**src/rtl/clk_rate_pkg.sv**
```systemverilog
// Shared types and constants for the clock-rate measurement scheduler.
// Holds the sequencer state encoding, datapath widths and parameter defaults.
package clk_rate_pkg;

  localparam int COUNT_W  = 24;
  localparam int RESULT_W = 32;
  localparam int TMR_W    = 32;

  localparam int N_CH_DEF    = 4;
  localparam int WINDOW_DEF  = 1000000;
  localparam int SETTLE_DEF  = 16;
  localparam int CLR_CYC_DEF = 8;
  localparam int HOLD_DEF    = 64;

  typedef enum logic [2:0] {
    IDLE,
    SELECT,
    CLEAR,
    COUNT,
    WAIT,
    CAPTURE,
    NEXT
  } sched_state_t;

  // Terminal timer value for a phase lasting n cycles.
  function automatic logic [TMR_W-1:0] last_tick(input int n);
    return TMR_W'(n - 1);
  endfunction

endpackage

```
**src/rtl/clk_rate_ch_picker.sv**
```systemverilog
// Channel search: lowest enabled channel, and the next enabled channel above cur
// (falling back to the lowest one when wrap is set).
module clk_rate_ch_picker #(
  parameter int N_CH  = 4,
  parameter int SEL_W = $clog2(N_CH)
) (
  input  logic [N_CH-1:0]  enable,
  input  logic [SEL_W-1:0] cur,
  input  logic             wrap,
  output logic [SEL_W-1:0] first_sel,
  output logic             any_en,
  output logic [SEL_W-1:0] next_sel,
  output logic             next_found
);

  logic [N_CH-1:0]  above_mask;
  logic [SEL_W-1:0] above_sel;
  logic             above_found;

  for (genvar gi = 0; gi < N_CH; gi++) begin : g_above
    assign above_mask[gi] = enable[gi] && (SEL_W'(gi) > cur);
  end

  // Scanning downward lets the lowest matching index win.
  always_comb begin
    first_sel   = '0;
    any_en      = 1'b0;
    above_sel   = '0;
    above_found = 1'b0;
    for (int i = N_CH - 1; i >= 0; i--) begin
      if (enable[i]) begin
        first_sel = SEL_W'(i);
        any_en    = 1'b1;
      end
      if (above_mask[i]) begin
        above_sel   = SEL_W'(i);
        above_found = 1'b1;
      end
    end
  end

  assign next_found = above_found || (wrap && any_en);
  assign next_sel   = above_found ? above_sel : first_sel;

endmodule

```
**src/rtl/clk_rate_scheduler.sv**
```systemverilog
// Sweeps enabled test clocks through a shared rate counter and reports counts.
// Optional range alarms are built when CLK_RATE_SCHED_LIMIT_EN is defined.
module clk_rate_scheduler
  import clk_rate_pkg::*;
#(
  parameter int N_CH    = N_CH_DEF,
  parameter int WINDOW  = WINDOW_DEF,
  parameter int SETTLE  = SETTLE_DEF,
  parameter int CLR_CYC = CLR_CYC_DEF,
  parameter int HOLD    = HOLD_DEF
) (
  input  logic                    clk100,
  input  logic                    async_reset_clktest,
  input  logic                    start,
  input  logic                    abort,
  input  logic                    continuous,
  input  logic [N_CH-1:0]         ch_enable,
  output logic [$clog2(N_CH)-1:0] meas_sel,
  output logic                    meas_clr,
  output logic                    meas_arm,
  input  logic [COUNT_W-1:0]      meas_count,
  output logic [$clog2(N_CH)-1:0] result_ch,
  output logic [RESULT_W-1:0]     result_value,
  output logic                    result_valid,
  output logic                    busy,
  output logic                    done,
  output logic [N_CH-1:0]         dead_clk
`ifdef CLK_RATE_SCHED_LIMIT_EN
  ,
  input  logic [COUNT_W-1:0]      lim_lo,
  input  logic [COUNT_W-1:0]      lim_hi,
  output logic [N_CH-1:0]         rate_alarm
`endif
);

  localparam int SEL_W = $clog2(N_CH);

  sched_state_t     state_reg, state_next;
  logic [TMR_W-1:0] timer_reg, timer_next, phase_last;
  logic             phase_end;
  logic [SEL_W-1:0] sel_reg, sel_next;
  logic             done_reg, done_next;
  logic             clr_pulse_reg, clr_pulse_next;
  logic             capture_en, cap_d_reg, result_valid_reg;
  logic [COUNT_W-1:0]  cap_value_reg;
  logic [SEL_W-1:0]    cap_ch_reg;
  logic [RESULT_W-1:0] result_value_reg;
  logic [SEL_W-1:0]    result_ch_reg;
  logic [N_CH-1:0]     dead_clk_reg;
  logic [SEL_W-1:0]    first_sel, next_sel;
  logic                any_en, next_found;

  clk_rate_ch_picker #(
    .N_CH  (N_CH),
    .SEL_W (SEL_W)
  ) u_picker (
    .enable     (ch_enable),
    .cur        (sel_reg),
    .wrap       (continuous),
    .first_sel  (first_sel),
    .any_en     (any_en),
    .next_sel   (next_sel),
    .next_found (next_found)
  );

  always_comb begin
    phase_last = '0;
    case (state_reg)
      SELECT:  phase_last = last_tick(SETTLE);
      CLEAR:   phase_last = last_tick(CLR_CYC);
      COUNT:   phase_last = last_tick(WINDOW);
      WAIT:    phase_last = last_tick(HOLD);
      default: phase_last = '0;
    endcase
  end

  assign phase_end = (timer_reg == phase_last);

  // Timer restarts from zero on every state change since it defaults to 0.
  always_comb begin
    state_next     = state_reg;
    timer_next     = '0;
    sel_next       = sel_reg;
    done_next      = 1'b0;
    clr_pulse_next = 1'b0;
    capture_en     = 1'b0;
    if (abort) begin
      state_next     = IDLE;
      clr_pulse_next = 1'b1;
    end else begin
      case (state_reg)
        IDLE: begin
          if (start) begin
            if (any_en) begin
              sel_next   = first_sel;
              state_next = SELECT;
            end else begin
              done_next = 1'b1;
            end
          end
        end
        SELECT:  if (phase_end) state_next = CLEAR;   else timer_next = timer_reg + 1;
        CLEAR:   if (phase_end) state_next = COUNT;   else timer_next = timer_reg + 1;
        COUNT:   if (phase_end) state_next = WAIT;    else timer_next = timer_reg + 1;
        WAIT:    if (phase_end) state_next = CAPTURE; else timer_next = timer_reg + 1;
        CAPTURE: begin
          capture_en = 1'b1;
          state_next = NEXT;
        end
        NEXT: begin
          if (next_found) begin
            sel_next   = next_sel;
            state_next = SELECT;
          end else begin
            done_next  = 1'b1;
            state_next = IDLE;
          end
        end
        default: state_next = IDLE;
      endcase
    end
  end

  always_ff @(posedge clk100 or posedge async_reset_clktest) begin
    if (async_reset_clktest) begin
      state_reg     <= IDLE;
      timer_reg     <= '0;
      sel_reg       <= '0;
      done_reg      <= 1'b0;
      clr_pulse_reg <= 1'b1;
    end else begin
      state_reg     <= state_next;
      timer_reg     <= timer_next;
      sel_reg       <= sel_next;
      done_reg      <= done_next;
      clr_pulse_reg <= clr_pulse_next;
    end
  end

  // Count is staged at CAPTURE and published together with the strobe.
  always_ff @(posedge clk100 or posedge async_reset_clktest) begin
    if (async_reset_clktest) begin
      cap_d_reg        <= 1'b0;
      cap_value_reg    <= '0;
      cap_ch_reg       <= '0;
      result_valid_reg <= 1'b0;
      result_value_reg <= '1;
      result_ch_reg    <= '0;
      dead_clk_reg     <= '0;
    end else begin
      cap_d_reg        <= capture_en;
      result_valid_reg <= cap_d_reg && !abort;
      if (capture_en) begin
        cap_value_reg         <= meas_count;
        cap_ch_reg            <= sel_reg;
        dead_clk_reg[sel_reg] <= (meas_count == '0);
      end
      if (cap_d_reg && !abort) begin
        result_value_reg <= {{(RESULT_W-COUNT_W){1'b0}}, cap_value_reg};
        result_ch_reg    <= cap_ch_reg;
      end
    end
  end

`ifdef CLK_RATE_SCHED_LIMIT_EN
  logic [N_CH-1:0] rate_alarm_reg;

  always_ff @(posedge clk100 or posedge async_reset_clktest) begin
    if (async_reset_clktest) begin
      rate_alarm_reg <= '0;
    end else if (capture_en) begin
      rate_alarm_reg[sel_reg] <= (meas_count < lim_lo) || (meas_count > lim_hi);
    end
  end

  assign rate_alarm = rate_alarm_reg;
`endif

  assign meas_sel     = sel_reg;
  assign meas_clr     = clr_pulse_reg || (state_reg == CLEAR);
  assign meas_arm     = (state_reg == COUNT);
  assign result_ch    = result_ch_reg;
  assign result_value = result_value_reg;
  assign result_valid = result_valid_reg;
  assign busy         = (state_reg != IDLE);
  assign done         = done_reg;
  assign dead_clk     = dead_clk_reg;

endmodule
```
**config.mk**
```make
export PLATFORM = sky130hd
export DESIGN_NAME = clk_rate_scheduler
export DESIGN_NICKNAME = d
export VERILOG_FILES = /design/src/rtl/clk_rate_pkg.sv /design/src/rtl/clk_rate_ch_picker.sv /design/src/rtl/clk_rate_scheduler.sv
export SDC_FILE = /design/constraint.sdc
export NUM_CORES = 1
export LEC_CHECK = 0
export BUFFER_PORTS_ARGS = -buffer_cell sky130_fd_sc_hd__buf_2
export CAP_MARGIN = 15
export CORE_ASPECT_RATIO = 1.75
export CORE_MARGIN = 2
export CORE_UTILIZATION = 40
export CTS_CLUSTER_DIAMETER = 100
export DETAILED_ROUTE_END_ITERATION = 6
export HOLD_SLACK_MARGIN = 0.08
export PLACE_DENSITY_LB_ADDON = 0.2
export SLEW_MARGIN = 20
export SYNTH_ARGS = -nofsm -noshare
export SYNTH_HDL_FRONTEND = slang
export SYNTH_HIERARCHICAL = 1
export SYNTH_SLANG_ARGS = --single-unit
```
**constraint.sdc**
```tcl
create_clock -name clk100 -period 3.8 [get_ports clk100]
set_input_delay 0.19 -clock clk100 [delete_from_list [all_inputs] [get_ports clk100]]
set_output_delay 0.19 -clock clk100 [all_outputs]
set_load 0.02 [all_outputs]
```
==> impl_metrics.sql, run 1 <==
INSERT INTO impl_metrics (metric_group, metric, value, unit) VALUES
('synth', 'synthesis.yosys.warnings', '6', ''),
('global_routing', 'met2_track_utilization_from_global_routing', '0.292', ''),
('critical_path', 'critical_path_cell_with_the_highest_stage_delay', 'or4b_4', ''),
('final_layout', 'syn2layout_area_growth', '16.8', '%'),
('placement', 'dp_cells', '607', ''),
('worst_hold_path', 'tightest_hold_check_type', 'primary input to flip-flop', ''),
('global_routing', 'grt_max_degree', '51', ''),
('clock_network', 'cts_htree_levels', '3', ''),
('outcome', 'outcome', 'complete, no violations', ''),
('clock_network', 'insertion_delay_of_the_later_clocked_pin_in_the_worst_skew_pair', '350', 'ps'),
('synth', 'synth.cell_area', '4720', 'um^2'),
('pwr', 'powerDensity', '540', 'nW/um^2'),
('global_routing', 'grt_antenna_before_repair', '0', ''),
('clock_network', 'cts_inserted_buffers', '9', ''),
('sta', 'fmax', '393', 'MHz'),
('clock_network', 'cts.sinks', '98', ''),
('critical_path', 'cp_max_fo', '18', ''),
('routing', 'detail_route.drc_violations', '0', ''),
('routing', 'violation_count_after_the_first_detailed_routing_iteration', '113', ''),
('sta', 'tns', '0', 'ps'),
('routing', 'routed_wire_per_std_cell', '16.0', 'um'),
('synth', 'post-synth-top-area-fraction', '0.382', ''),
('sta', 'timing.max_slew.rel_slack', '0.506', ''),
('synth', 'syn-num-nets', '454', ''),
('flow_run', 'cap_viol_max_count', '0', ''),
('synth', 'postSynthCellCount', '420', ''),
('sta', 'slew_violations', '0', ''),
('critical_path', 'worst_setup_path_start_kind', 'flip-flop', ''),
('clock_network', 'clk_pin_slew_worst_paths', '80', 'ps'),
('critical_path', 'worstPathArrival', '2740', 'ps'),
('pwr', 'leakage', '2.40', 'nW'),
('final_layout', 'seqCellArea', '2480', 'um^2'),
('pwr', 'worst_ir_drop_vdd', '0.394', 'mV'),
('critical_path', 'critPathRequiredTime', '4000', 'ps'),
('critical_path', 'critPathCaptureType', 'flip-flop', ''),
('synth', 'netlist_top_cells_area', 'dfrtp_1, dfstp_2, mux2_2', ''),
('final_layout', 'drive_above_1_share', '0.388', ''),
('synth', 'avgSynthCellArea', '11.2', 'um^2'),
('critical_path', 'critical_path.cell_chain', 'or4b_4 > a311o_1 > a211oi_4 > o311ai_0', ''),
('final_layout', 'largest_register_ff_count', '32', ''),
('global_routing', 'grt_overflow', '0', ''),
('die', 'die_width', '86.1', 'um'),
('critical_path', 'cp-startpoint', 'state_reg[1]', ''),
('synth', 'synth.ff_latch_count', '98', ''),
('final_layout', 'layout.cell_area.non_filler', '5510', 'um^2'),
('final_layout', 'antenna_cells_inserted', '0', ''),
('critical_path', 'worstReg2RegEnd', 'state_reg[0]', ''),
('placement', 'placed_cell_areas', '5150', 'um^2'),
('synth', 'synth-edff-count', '0', ''),
('die', 'die_area', '12700', 'um^2'),
('placement', 'dp_hpwl', '7280', 'um'),
('synth', 'synth_top_flop_cell', 'dfrtp_1', ''),
('critical_path', 'worst-r2r-cell-count', '4', ''),
('global_routing', 'grtUsageTotal', '0.167', ''),
('placement', 'port_buffers', '77', ''),
('die', 'placeableCoreArea', '11500', 'um^2'),
('critical_path', 'crit_path_max_incr_delay', '610', 'ps'),
('final_layout', 'num-nets-final', '521', ''),
('clock_network', 'max-clock-path-buffers', '2', ''),
('global_routing', 'grt_first_pass_wirelength', '16900', 'um'),
('clock_network', 'post_cts_resize_count', '0', ''),
('clock_network', 'root_buffer', 'clkbuf_16', ''),
('clock_network', 'cts_tree', 'yes', ''),
('routing', 'ant_nets', '0', ''),
('sta', 'fin_worst_hold_slack', '89.0', 'ps'),
('routing', 'via_per_inst', '5.45', ''),
('sta', 'period_share', '0.670', ''),
('sta', 'fin_skew', '9.27', 'ps'),
('final_layout', 'final_cell_mix', 'buf_2, dfrtp_1, mux2_2', ''),
('die', 'ios', '78', ''),
('synth', 'post_synth_num_cell_types', '54', '');
[cell type report]
class,instances,share of cell area
Clock buffer,9,0.0408
Clock inverter,7,0.0172
Inverter,13,0.00930
Multi-Input combinational cell,279,0.367
Sequential cell,98,0.451
Tap cell,135,0.0306
Timing Repair Buffer,86,0.0840
[critical path: cells and delay by family (launching register included)]
kind	cells	cell delay [ps]
AO/OA/AOI/OAI	3	1220
flip-flops	1	560
AND/OR/NAND/NOR	1	610
[power by group]
group | internal [mW] | leakage (nW) | total, mW | switching, mW
Clock | 0.531 | 0.157 | 0.965 | 0.434
Sequential | 1.22 | 1.24 | 1.37 | 0.143
Combinational | 0.275 | 1.00 | 0.647 | 0.372
Total | 2.03 | 2.40 | 2.98 | 0.949
[worst min path at each step]
stage | start | depth (start not counted) | to
global route | meas_count[10] | 2 | cap_value_reg[10]
finish | meas_count[10] | 2 | cap_value_reg[10]
floorplan | abort | 0 | clr_pulse_reg
detailed placement | async_reset_clktest | 2 | cap_value_reg[5]
global placement | async_reset_clktest | 2 | result_valid
CTS | meas_count[10] | 2 | cap_value_reg[10]
[Yosys cell counts (2+ instances only)]
cell type,number
or3_1,9
nor2_1,34
and3_1,2
a21oi_1,9
and4_1,4
nand2_1,17
nor2b_1,6
dfrtp_1,72
inv_1,13
xor2_1,3
a211oi_1,2
buf_4,9
clkbuf_1,15
mux2_2,58
nand4_1,9
nand3_1,15
nor3_1,22
o21ai_0,10
o2111ai_1,3
nor4_1,20
buf_2,2
nand2b_1,4
dfstp_2,26
nand3b_1,3
nor3b_1,2
xnor2_1,23
[kinds of logic (layout without fill, tap and decap cells)]
| group | after synthesis | after routing | synth area share |
|---|---|---|---|
| XOR/XNOR | 26 | 26 | 0.0483 |
| AND/OR/NAND/NOR | 153 | 153 | 0.174 |
| buffers and inverters | 43 | 115 | 0.0459 |
| AO/OA/AOI/OAI | 40 | 40 | 0.0618 |
| flip-flops | 98 | 98 | 0.527 |
| adder cells (fa/ha/maj) | 1 | 1 | 0.00265 |
| multiplexers | 59 | 59 | 0.141 |
[layer usage]
layer  share of wire  up-vias
met2            0.53       78
met5               0        -
li1                -     1637
met3           0.043       17
met4           0.021        0
met1            0.40     1684
[metrics by stage]
stage	power [mW]	utilization	setup slack (ps)
after floorplan	1.87	-	1090
after global placement	2.01	0.448	1300
after detailed placement	2.04	0.448	1230
after CTS	3.02	0.479	1220
after global routing	3.15	0.479	1070
final	2.98	0.479	1250
[repair_timing]
action	4_1_cts	5_1_grt
hold buffers	4	0
setup buffers	0	0
endpoints found under the hold margin	31	0
Power figures use the tool's default switching activity.
==> inputs of run 2 (changes only) <==
--- a/config.mk
+++ b/config.mk
@@ -5,6 +5,7 @@
 export SDC_FILE = /design/constraint.sdc
 export NUM_CORES = 1
 export LEC_CHECK = 0
+export ABC_AREA = 1
 export BUFFER_PORTS_ARGS = -buffer_cell sky130_fd_sc_hd__buf_2
 export CAP_MARGIN = 15
 export CORE_ASPECT_RATIO = 1.75
==> constraint.sdc (replaced) <==
create_clock -name clk100 -period 2.1 [get_ports clk100]
set_input_delay 0.105 -clock clk100 [delete_from_list [all_inputs] [get_ports clk100]]
set_output_delay 0.105 -clock clk100 [all_outputs]
set_load 0.02 [all_outputs]
==> run 2 against run 1 <==
Net effect: area after synthesis rose by 3.3%; clock skew is 5.2 ps higher; die area increased by 3.2%; largest power group unchanged; utilization is 2.3 points higher.
==> impl_metrics.sql, run 2 <==
INSERT INTO impl_metrics (metric_group, metric, value, unit) VALUES
('clock_network', 'postCtsSetupBuffers', '0', ''),
('critical_path', 'critPathCaptureType', 'flip-flop', ''),
('clock_network', 'insertion_delay_of_the_later_clocked_pin_in_the_worst_skew_pair', '350', 'ps'),
('synth', 'avgSynthCellArea', '7.63', 'um^2'),
('global_routing', 'grt_overflow', '0', ''),
('routing', 'vias', '4371', ''),
('placement', 'port_buffers', '77', ''),
('final_layout', 'drive_above_1_share', '0.195', ''),
('synth', 'synth.ff_latch_count', '98', ''),
('die', 'die_width', '87.5', 'um'),
('clock_network', 'root_buffer', 'clkbuf_16', ''),
('sta', 'fin_skew', '14.5', 'ps'),
('routing', 'detail_route.drc_violations', '0', ''),
('critical_path', 'path_class', 'flip-flop to flip-flop', ''),
('final_layout', 'final_core_util', '0.501', ''),
('die', 'ios', '78', ''),
('sta', 'final-setup-viol-count', '0', ''),
('sta', 'fmax', '526', 'MHz'),
('critical_path', 'critical_path.cell_chain', 'ha_1 > nand2_1 > nor2_2 > nand2_1 > nor2_1 > inv_1 > nor2_2 > nand3_1 > nor3_1 > nor3_1', ''),
('placement', 'place.gp.congestion', '0.992', ''),
('routing', 'violation_count_after_the_first_detailed_routing_iteration', '160', ''),
('synth', 'post_synth_num_cell_types', '31', ''),
('synth', 'netlist_top_cells_count', 'nand2_1, nor2_1, inv_1', ''),
('synth', 'synth_most_common_cell', 'nand2_1', ''),
('final_layout', 'final_cell_mix', 'nand2_1, nor2_1, buf_2', ''),
('placement', 'preCtsSetupSlack', '227', 'ps'),
('sta', 'fin_worst_hold_slack', '101', 'ps'),
('synth', 'post-synth-top-area-fraction', '0.369', ''),
('final_layout', 'syn2layout_area_growth', '22.7', '%'),
('critical_path', 'cp_max_fo', '6', ''),
('clock_network', 'max-clock-path-buffers', '2', ''),
('critical_path', 'critPathRequiredTime', '2330', 'ps'),
('routing', 'drt_wirelength', '12900', 'um'),
('critical_path', 'crit_path_max_incr_delay', '440', 'ps'),
('clock_network', 'cts_inserted_buffers', '9', ''),
('die', 'rows', '53', ''),
('synth', 'netlist.top_cell.by_area', 'dfrtp_1', ''),
('critical_path', 'worstPathArrival', '2130', 'ps'),
('global_routing', 'grt_first_pass_wirelength', '21100', 'um'),
('sta', 'tns', '0', 'ps'),
('global_routing', 'grt_max_degree', '82', ''),
('global_routing', 'grt_antenna_before_repair', '0', ''),
('sta', 'rsz_0062_raised_after_global_routing', 'no', ''),
('pwr', 'worst_ir_drop_vdd', '0.642', 'mV'),
('die', 'die_area', '13100', 'um^2'),
('clock_network', 'clk_pin_slew_worst_paths', '80', 'ps'),
('global_routing', 'grtUsageTotal', '0.209', ''),
('synth', 'ys_async_sr_fraction', '1.00', ''),
('routing', 'first_pass_iters', '4', ''),
('sta', 'layout_setup_ws', '199', 'ps'),
('die', 'start_util', '0.409', ''),
('final_layout', 'num-nets-final', '778', ''),
('global_routing', 'vias_in_the_first_global_route', '4409', ''),
('synth', 'postSynthCellCount', '639', ''),
('synth', 'netlist_top_cells_area', 'dfrtp_1, nand2_1, dfstp_2', ''),
('final_layout', 'filler_cell_count', '1180', ''),
('critical_path', 'critical_path_cell_with_the_highest_stage_delay', 'dfrtp_1', ''),
('sta', 'finalCriticalPeriod', '1900', 'ps'),
('synth', 'syn-num-nets', '673', ''),
('final_layout', 'largest_register_ff_count', '32', ''),
('sta', 'tightest_slew', '501', 'ps'),
('synth', 'synth-edff-count', '0', ''),
('flow_run', 'cap_viol_max_count', '0', ''),
('die', 'placeableCoreArea', '11900', 'um^2'),
('placement', 'dp_hpwl', '9480', 'um'),
('clock_network', 'cts_tree', 'yes', ''),
('critical_path', 'worst_setup_path_start_kind', 'flip-flop', ''),
('pwr', 'leakage', '3.00', 'nW'),
('routing', 'routed_wire_per_std_cell', '14.5', 'um'),
('final_layout', 'antenna_cells_inserted', '0', ''),
('clock_network', 'cts_htree_levels', '3', ''),
('synth', 'synth_top_flop_cell', 'dfrtp_1', ''),
('synth', 'synthesis.yosys.warnings', '6', ''),
('sta', 'hold_violations', '0', ''),
('sta', 'slew_violations', '0', ''),
('pwr', 'powerDensity', '951', 'nW/um^2'),
('pwr', 'post-layout-total-power', '5.69', 'mW'),
('sta', 'period_share', '0.905', ''),
('outcome', 'outcome', 'complete, no violations', ''),
('routing', 'ant_nets', '0', ''),
('routing', 'via_per_inst', '4.93', ''),
('clock_network', 'cts.sinks', '98', ''),
('synth', 'synth.cell_area', '4880', 'um^2'),
('worst_hold_path', 'tightest_hold_check_type', 'primary input to flip-flop', ''),
('synth', 'yosysSeqAreaShare', '0.509', ''),
('sta', 'timing.max_slew.rel_slack', '0.665', ''),
('die', 'dieHeight', '150', 'um'),
('final_layout', 'layout_commonest_cell', 'nand2_1', '');
==> run 2: changes by cell type after synthesis, moves of 7 or more <==
| cell | before | now |
|---|---|---|
| clkbuf_1 | 15 | 8 |
| inv_1 | 13 | 75 |
| mux2_2 | 58 | 0 |
| nand2_1 | 17 | 226 |
| nor2_1 | 34 | 78 |
| nor3_1 | 22 | 36 |
| nor4_1 | 20 | 6 |
| o21ai_0 | 10 | 23 |
| or3_1 | 9 | 0 |
| xnor2_1 | 23 | 3 |
| xor2_1 | 3 | 11 |
==> run 2: logic make-up after synthesis <==
kind of cell	Yosys count	share of synthesized area
adders and majority gates	1	0.00257
buffers and inverters	96	0.0826
AOI/OAI and AO/OA	38	0.0413
and+or+nand+nor	392	0.339
xor gates and xnor gates	14	0.0251
DFF	98	0.509
==> run 2: worst paths after layout <==
| kind | startpoint | depth (start not counted) | end | slack, ps |
|---|---|---|---|---|
| worst min-delay path | meas_count[23] | 3 | cap_value_reg[23] | 100 |
| worst min register to register | result_value[1] | 2 | result_value[1] | 470 |
| max in group asynchronous | async_reset_clktest | 4 | result_value[1] | 990 |
| min in group asynchronous | async_reset_clktest | 3 | done | 310 |
| worst max register to register | timer_reg[0] | 10 | timer_reg[20] | 200 |
| worst max-delay path | timer_reg[0] | 10 | timer_reg[20] | 200 |
==> run 2: stage by stage <==
stage	instances	instance area, um^2
after floorplan	639	4880
after global placement	843	5420
after global routing	886	5990
after CTS	886	5980
after detailed placement	843	5420
final	886	5990
==> run 2: worst max-delay path: cells and delay by family (launching register included) <==
family	cells	cell delay (ps)
AND/OR/NAND/NOR	8	1040
adder cells (fa/ha/maj)	1	200
buffers and inverters	1	100
flip-flops	1	440
==> run 2: layout make-up <==
class                   instances  area [um^2]  area share
clock buffers                   9          225      0.0376
well taps                     137          171      0.0286
inverters                      77          293      0.0489
clock inverters                 7         71.3      0.0119
multi-input cells             445         1990       0.333
flip-flops and latches         98         2480       0.415
repair buffers                113          748       0.125
==> run 2: routing by layer <==
metal	vias to the layer above	wire length, um	global-route usage
met1	2037	4850	0.229
met3	41	393	0.0359
li1	2197	-	-
met5	-	0	0
met2	96	6940	0.371
met4	0	684	0.118
==> run 2: power by group <==
group,leakage [nW],switching (mW),internal (mW)
sequential,1.25,0.278,2.28
combinational,1.60,0.959,0.531
clock,0.146,0.810,0.840
==> run 2: repair_timing <==
action | CTS | global route
endpoints found under the hold margin | 43 | 0
hold buffers | 27 | 0
setup endpoints to repair | 0 | 2
gates resized for setup | 0 | 1
